==> config.mk <==
export PLATFORM = sky130hd
export DESIGN_NAME = mdu_sequencer
export DESIGN_NICKNAME = d
export VERILOG_FILES = /design/src/rtl/mdu_pkg.sv /design/src/rtl/mdu_iter_core.sv /design/src/rtl/mdu_sequencer.sv
export SDC_FILE = /design/constraint.sdc
export NUM_CORES = 1
export LEC_CHECK = 0
export BUFFER_PORTS_ARGS = -buffer_cell sky130_fd_sc_hd__buf_2
export CAP_MARGIN = 5
export CORE_UTILIZATION = 35
export CTS_CLUSTER_DIAMETER = 200
export DETAILED_ROUTE_END_ITERATION = 10
export SYNTH_ARGS = -nofsm -noshare
export SYNTH_HDL_FRONTEND = slang
export SYNTH_HIERARCHICAL = 1
export SYNTH_SLANG_ARGS = --single-unit
==> constraint.sdc <==
create_clock -name clk -period 3.8 [get_ports clk]
set_input_delay 0.76 -clock clk [delete_from_list [all_inputs] [get_ports clk]]
set_output_delay 0.76 -clock clk [all_outputs]
set_load 0.1 [all_outputs]
==> src/rtl/mdu_pkg.sv <==
// Shared encodings for the multi-cycle M-extension unit (mulhu/divu/remu).
package mdu_pkg;

    localparam int unsigned XLEN_DEFAULT = 32;

    localparam logic [4:0] ALU_MULHU = 5'b01111;
    localparam logic [4:0] ALU_DIVU  = 5'b10000;
    localparam logic [4:0] ALU_REMU  = 5'b10001;

    typedef enum logic [1:0] {
        IDLE = 2'd0,
        CALC = 2'd1,
        DONE = 2'd2
    } mdu_state_e;

    function automatic logic is_mdu_op(input logic [4:0] op);
        return (op == ALU_MULHU) || (op == ALU_DIVU) || (op == ALU_REMU);
    endfunction

endpackage

==> src/rtl/mdu_iter_core.sv <==
// Shift/subtract/add datapath shared by restoring divide and shift-add multiply.
// Outputs are the post-step values so the sequencer can capture them on the last iteration.
module mdu_iter_core
    import mdu_pkg::*;
#(
    parameter int unsigned XLEN = XLEN_DEFAULT
) (
    input  logic            clk,
    input  logic            rst_n,
    input  logic            load_i,
    input  logic            step_i,
    input  logic            is_mul_i,
    input  logic [XLEN-1:0] a_i,
    input  logic [XLEN-1:0] b_i,
    output logic [XLEN-1:0] quotient_o,
    output logic [XLEN-1:0] remainder_o,
    output logic [XLEN-1:0] prod_hi_o
);

    // hi: remainder / accumulator, lo: quotient / multiplier, opnd: divisor / multiplicand
    logic [XLEN-1:0] hi_q, hi_d;
    logic [XLEN-1:0] lo_q, lo_d;
    logic [XLEN-1:0] opnd_q;

    logic [XLEN:0]   shifted_rem;
    logic [XLEN+1:0] trial;
    logic            no_borrow;
    logic [XLEN-1:0] div_hi_nxt, div_lo_nxt;
    logic [XLEN:0]   mul_sum;
    logic [XLEN-1:0] mul_hi_nxt, mul_lo_nxt;

    always_comb begin
        shifted_rem = {hi_q, lo_q[XLEN-1]};
        // One spare bit so the borrow is visible even when the shifted remainder uses bit XLEN
        trial       = {1'b0, shifted_rem} - {2'b00, opnd_q};
        no_borrow   = ~trial[XLEN+1];
        div_hi_nxt  = no_borrow ? trial[XLEN-1:0] : shifted_rem[XLEN-1:0];
        div_lo_nxt  = {lo_q[XLEN-2:0], no_borrow};

        mul_sum     = lo_q[0] ? ({1'b0, hi_q} + {1'b0, opnd_q}) : {1'b0, hi_q};
        mul_hi_nxt  = mul_sum[XLEN:1];
        mul_lo_nxt  = {mul_sum[0], lo_q[XLEN-1:1]};

        hi_d        = is_mul_i ? mul_hi_nxt : div_hi_nxt;
        lo_d        = is_mul_i ? mul_lo_nxt : div_lo_nxt;
    end

    always_ff @(posedge clk or negedge rst_n) begin
        if (!rst_n) begin
            hi_q   <= '0;
            lo_q   <= '0;
            opnd_q <= '0;
        end else if (load_i) begin
            hi_q   <= '0;
            lo_q   <= a_i;
            opnd_q <= b_i;
        end else if (step_i) begin
            hi_q   <= hi_d;
            lo_q   <= lo_d;
        end
    end

    assign quotient_o  = div_lo_nxt;
    assign remainder_o = div_hi_nxt;
    assign prod_hi_o   = mul_hi_nxt;

endmodule

==> src/rtl/mdu_sequencer.sv <==
// Execute-stage MDU controller: FSM, iteration counter, pipeline stall and registered result.
module mdu_sequencer
    import mdu_pkg::*;
#(
    parameter int unsigned XLEN  = XLEN_DEFAULT,
    parameter int unsigned CNT_W = 6
) (
    input  logic            clk,
    input  logic            rst_n,
    input  logic            start_i,
    input  logic [4:0]      op_i,
    input  logic [XLEN-1:0] a_i,
    input  logic [XLEN-1:0] b_i,
    input  logic            flush_i,
    output logic            stall_o,
    output logic            done_o,
    output logic [XLEN-1:0] result_o
);

    localparam logic [CNT_W-1:0] LAST_CNT = CNT_W'(XLEN - 1);

    mdu_state_e      state_q, state_d;
    logic [CNT_W-1:0] cnt_q, cnt_d;
    logic [4:0]       op_q, op_d;
    logic [XLEN-1:0]  result_q, result_d;

    logic             launch;
    logic             div_by_zero;
    logic             core_load, core_step;
    logic [XLEN-1:0]  core_quo, core_rem, core_prod_hi;

    mdu_iter_core #(
        .XLEN(XLEN)
    ) u_core (
        .clk         (clk),
        .rst_n       (rst_n),
        .load_i      (core_load),
        .step_i      (core_step),
        .is_mul_i    (op_q == ALU_MULHU),
        .a_i         (a_i),
        .b_i         (b_i),
        .quotient_o  (core_quo),
        .remainder_o (core_rem),
        .prod_hi_o   (core_prod_hi)
    );

    always_comb begin
        launch      = (state_q == IDLE) & start_i & is_mdu_op(op_i) & ~flush_i;
        div_by_zero = (op_i != ALU_MULHU) & (b_i == '0);

        state_d   = state_q;
        cnt_d     = cnt_q;
        op_d      = op_q;
        result_d  = result_q;
        core_load = 1'b0;
        core_step = 1'b0;

        if (flush_i) begin
            state_d = IDLE;
            cnt_d   = '0;
        end else begin
            case (state_q)
                IDLE: begin
                    if (launch) begin
                        op_d  = op_i;
                        cnt_d = '0;
                        if (div_by_zero) begin
                            state_d  = DONE;
                            result_d = (op_i == ALU_DIVU) ? '1 : a_i;
                        end else begin
                            state_d   = CALC;
                            core_load = 1'b1;
                        end
                    end
                end
                CALC: begin
                    core_step = 1'b1;
                    cnt_d     = cnt_q + 1'b1;
                    // Result is captured from the core's final-step values on the same edge
                    if (cnt_q == LAST_CNT) begin
                        state_d = DONE;
                        cnt_d   = '0;
                        case (op_q)
                            ALU_DIVU: result_d = core_quo;
                            ALU_REMU: result_d = core_rem;
                            default:  result_d = core_prod_hi;
                        endcase
                    end
                end
                DONE:    state_d = IDLE;
                default: state_d = IDLE;
            endcase
        end
    end

    always_ff @(posedge clk or negedge rst_n) begin
        if (!rst_n) begin
            state_q  <= IDLE;
            cnt_q    <= '0;
            op_q     <= '0;
            result_q <= '0;
        end else begin
            state_q  <= state_d;
            cnt_q    <= cnt_d;
            op_q     <= op_d;
            result_q <= result_d;
        end
    end

    assign stall_o  = rst_n & (((state_q == CALC) & ~flush_i) | launch);
    assign done_o   = (state_q == DONE) & ~flush_i;
    assign result_o = result_q;

endmodule

==> results by group <==
Routing
  – Vias: approximately 11000
  – Post-DRT Antenna Nets: 0
  – DRT Wirelength: between 30000 and 40000 µm
  – Drt drc: 0
  – DR vias/cell: about 5.5
  – First-pass iteration count of the detailed router: 5
  – Routed WL per cell: 19.2 µm
  – Starting DRT DRC Count: a little over 900

Run
  – Max-Cap Viols: 0

Timing
  – Final number of setup-violating endpoints: 0
  – Fin. Hold Viols: 0
  – Fin Setup TNS: 0 ps
  – FMAX: approximately 270 MHz
  – Post-route clock period utilization: a little over nine tenths
  – Worst-margin pin slew: a little over 900 ps
  – Slew HR: between 30% and 40%
  – Final Skew: 9.76 ps
  – Tmin final: roughly 3700 ps
  – Final Max Slew Viols: 0
  – Setup ws final: approximately 130 ps

Pwr
  – Leakage: ~6.3 nW
  – Max IR drop VDD: around 0.00029 V
  – Power density over the cells: around 460 mW/mm²
  – Power, Total: 6.41 mW

Cells and area
  – Filler cells: about 3400
  – Register area: approximately 0.0035 mm²
  – Area taken by multi-input logic gates: a little over 0.008 mm²
  – Share of layout cells above drive strength 1: between 15 and 20%
  – Layout Nets: about 1700
  – Area growth syn-to-layout: 13.8%
  – ANT cells: 0
  – Finished Cell Area: between 0.01 and 0.015 mm²

Synth
  – Post-synth EDFFs: 0
  – Synth area leaders: dfrtp_1 29%, o21ai_0 7.0%, nand2_1 6.6%, ha_1 6.6%, mux2i_1 6.1%
  – Synth Register Bits: between 100 and 150
  – Warning count from the yosys run: 6
  – Main combinational cell family by area after synthesis: compound AO/OA/AOI/OAI gates
  – Complex-gate fraction of the synthesized area: a little under a quarter
  – Avg Synthesized Cell Area: around 8.3 µm²
  – Post-synth top area cell: dfrtp_1
  – Mux share of post-synthesis cell area: a little over an eighth
  – Adder-Cell Fraction of Synth Area: around 6.9%
  – Synth top area share: between 20 and 30%
  – Post-Synth XOR/XNOR Area: under 10%
  – Simple-gate share of the synthesized area: between 15 and 20%
  – Number of library cell types mapped by synthesis: between 80 and 90
  – Top_reg_cell synth: dfrtp_1
  – Post-Syn Nets: 1630
  – Post-synthesis async set-or-reset flop share: 100%
  – Synth Cell Area: around 0.012 mm²
  – Gate Count Post-Synth: 1490
  – Seq/Total Area, Yosys: 28.6%

Floorplanning
  – Cell row count: between 60 and 70
  – Core area: around 0.035 mm²
  – Die width: roughly 190 µm
  – I/O Pins: around 110
  – Initial core utilization: 35.7%
  – DIE HEIGHT: 190 µm
  – Die ar.: ~0.036 mm²

Critical path
  – Crit Path Class: flop to flop
  – CP required: between 4000 and 5000 ps
  – Crit Path Max Fanout: 10
  – Crit start category: flop
  – CP endpoint kind: flop
  – Critical path arrival: approximately 4000 ps

CTS
  – # H-tree levels: 4
  – Clk buf depth: 2
  – Worst-path clk slew: 60 ps
  – Post-CTS Hold Buffers: 0
  – Cts bufs inserted: 17
  – TritonCTS clock tree: yes
  – TritonCTS Sinks: between 100 and 150
  – CTS Root Cell: clkbuf_16
  – Worst-skew pair later-pin latency: between 400 and 500 ps

Status
  – Status: finished clean

Global routing
  – Initial antenna violation count: 1
  – Vias in the first global route: around 11000
  – First-pass GRT wire length: 60600 µm
  – Largest net degree at the start of global routing: between 100 and 150
  – GRT Resource Usage Total: ~22%
  – Gr ovfl total: 0

Place
  – Gpl congestion: roughly 1
  – Dpl ws: 116 ps
  – Hpwl dp: just under 30000 µm
  – Placed inst area: ~0.013 mm²
  – Port Buffers: between 100 and 150

Min path
  – Hold Path Class: primary input to async pin
-- logic make-up (layout without fill, tap and decap cells) --
kind of cell               Yosys count  after routing
muxes                              146            146
DFF                                141            141
buffers and inverters              183            253
adders and majority gates           67             67
AOI/OAI and AO/OA                  455            456
xor gates and xnor gates            52             52
and+or+nand+nor                    446            446
-- critical path, cell delays in order (launching register included) --
cell and delay, ps:
dfrtp_1 370, inv_1 90, ha_1 380, a21o_1 190, a21oi_1 110, o21ai_1 340
a21oi_1 110, nor2_1 340, o32ai_4 160, buf_12 170, buf_4 140, clkbuf_16 150
mux2_2 240, inv_1 50, mux2i_1 120, nand2_1 60, o21ai_0 130, a21oi_1 110
mux2_4 270
-- where the power goes --
| group | switching, mW | internal (mW) | total (mW) | leakage (nW) |
|---|---|---|---|---|
| Sequential | 0.267 | 1.75 | 2.01 | 1.83 |
| Combinational | 1.57 | 1.01 | 2.58 | 4.18 |
| Clock | 0.709 | 1.11 | 1.82 | 0.291 |
| Total | 2.55 | 3.86 | 6.41 | 6.31 |
-- area by class of cell --
class                           instances  area share, %
Multi-Input combinational cell       1167           57.2
Sequential cell                       141           25.1
Timing Repair Buffer                  166           7.77
Tap cell                              455           4.05
Clock buffer                           19           3.15
Inverter                               57           1.52
Clock inverter                         11           1.21
-- synthesized netlist by cell type (10+ instances only) --
| library cell | n |
|---|---|
| xnor2_1 | 30 |
| o21ai_0 | 174 |
| nand2_1 | 217 |
| nor3_1 | 44 |
| buf_1 | 11 |
| nor2b_1 | 10 |
| a21o_1 | 39 |
| nor4_1 | 10 |
| o211ai_1 | 11 |
| ha_1 | 65 |
| nand4_1 | 23 |
| nor2_1 | 60 |
| mux2_4 | 31 |
| inv_1 | 55 |
| mux2i_1 | 75 |
| o21bai_1 | 11 |
| dfrtp_1 | 141 |
| nand2b_1 | 22 |
| a31oi_1 | 16 |
| buf_4 | 33 |
| nand3_1 | 22 |
| mux2_2 | 36 |
| clkbuf_1 | 61 |
| a21oi_1 | 102 |
| buf_2 | 11 |
| xor2_1 | 22 |
-- sequential cells by signal, indices dropped and copies added, names as in the netlist --
signal / cells
result_o: 32
u_core/hi_q: 32
u_core/lo_q: 32
u_core/opnd_q: 32
cnt_q: 6
op_q: 5
state_q: 2
-- routing by layer --
layer / vias up / routed length, µm / GRT usage [%]
met5: - / 13 / 0
met4: 2 / 469 / 4.90
met3: 30 / 2470 / 3.17
met2: 389 / 16000 / 30.3
met1: 5297 / 19800 / 33.7
li1: 5451 / - / -
-- cell usage in the layout, fill, tap and decap left out, types with 16 or more instances in the layout --
cell and count:
a21o_1 38, a21oi_1 100, a31oi_1 16, buf_2 105, buf_4 52, clkbuf_16 18, dfrtp_1 140, ha_1 64
inv_1 55, mux2_2 36, mux2_4 31, mux2i_1 75, nand2_1 217, nand2b_1 22, nand3_1 22, nand4_1 23
nor2_1 58, nor3_1 44, o21ai_0 173, xnor2_1 29, xor2_1 22
-- repair_timing --
item | 4_1_cts | 5_1_grt
buffers inserted | 0 | 5
hold endpoints to repair | 0 | 0
gates resized for setup | 0 | 12
endpoints found under the setup margin | 0 | 24
-- worst paths after layout --
check	slack, ps	cells after the start	from	endpoint
max	130	18	u_core/opnd_q[21]	result_o[12]
min	230	1	rst_n	result_o[2]
max reg2reg	130	18	u_core/opnd_q[21]	result_o[12]
min reg2reg	510	1	result_o[24]	result_o[24]
max in group asynchronous	2650	2	rst_n	u_core/hi_q[24]
min in group clk	510	1	result_o[24]	result_o[24]
-- metrics by stage --
| stage | hold WS, ps | util, % | cells |
|---|---|---|---|
| 2_1_floorplan | 464 | - | 1490 |
| 3_3_place_gp | 490 | 38.4 | 1979 |
| 3_5_place_dp | 490 | 38.4 | 1979 |
| 4_1_cts | 246 | 40.1 | 2009 |
| 5_1_grt | 258 | 40.6 | 2016 |
| 6_report | 232 | 40.6 | 2016 |
(Power assumes the default switching activity.)
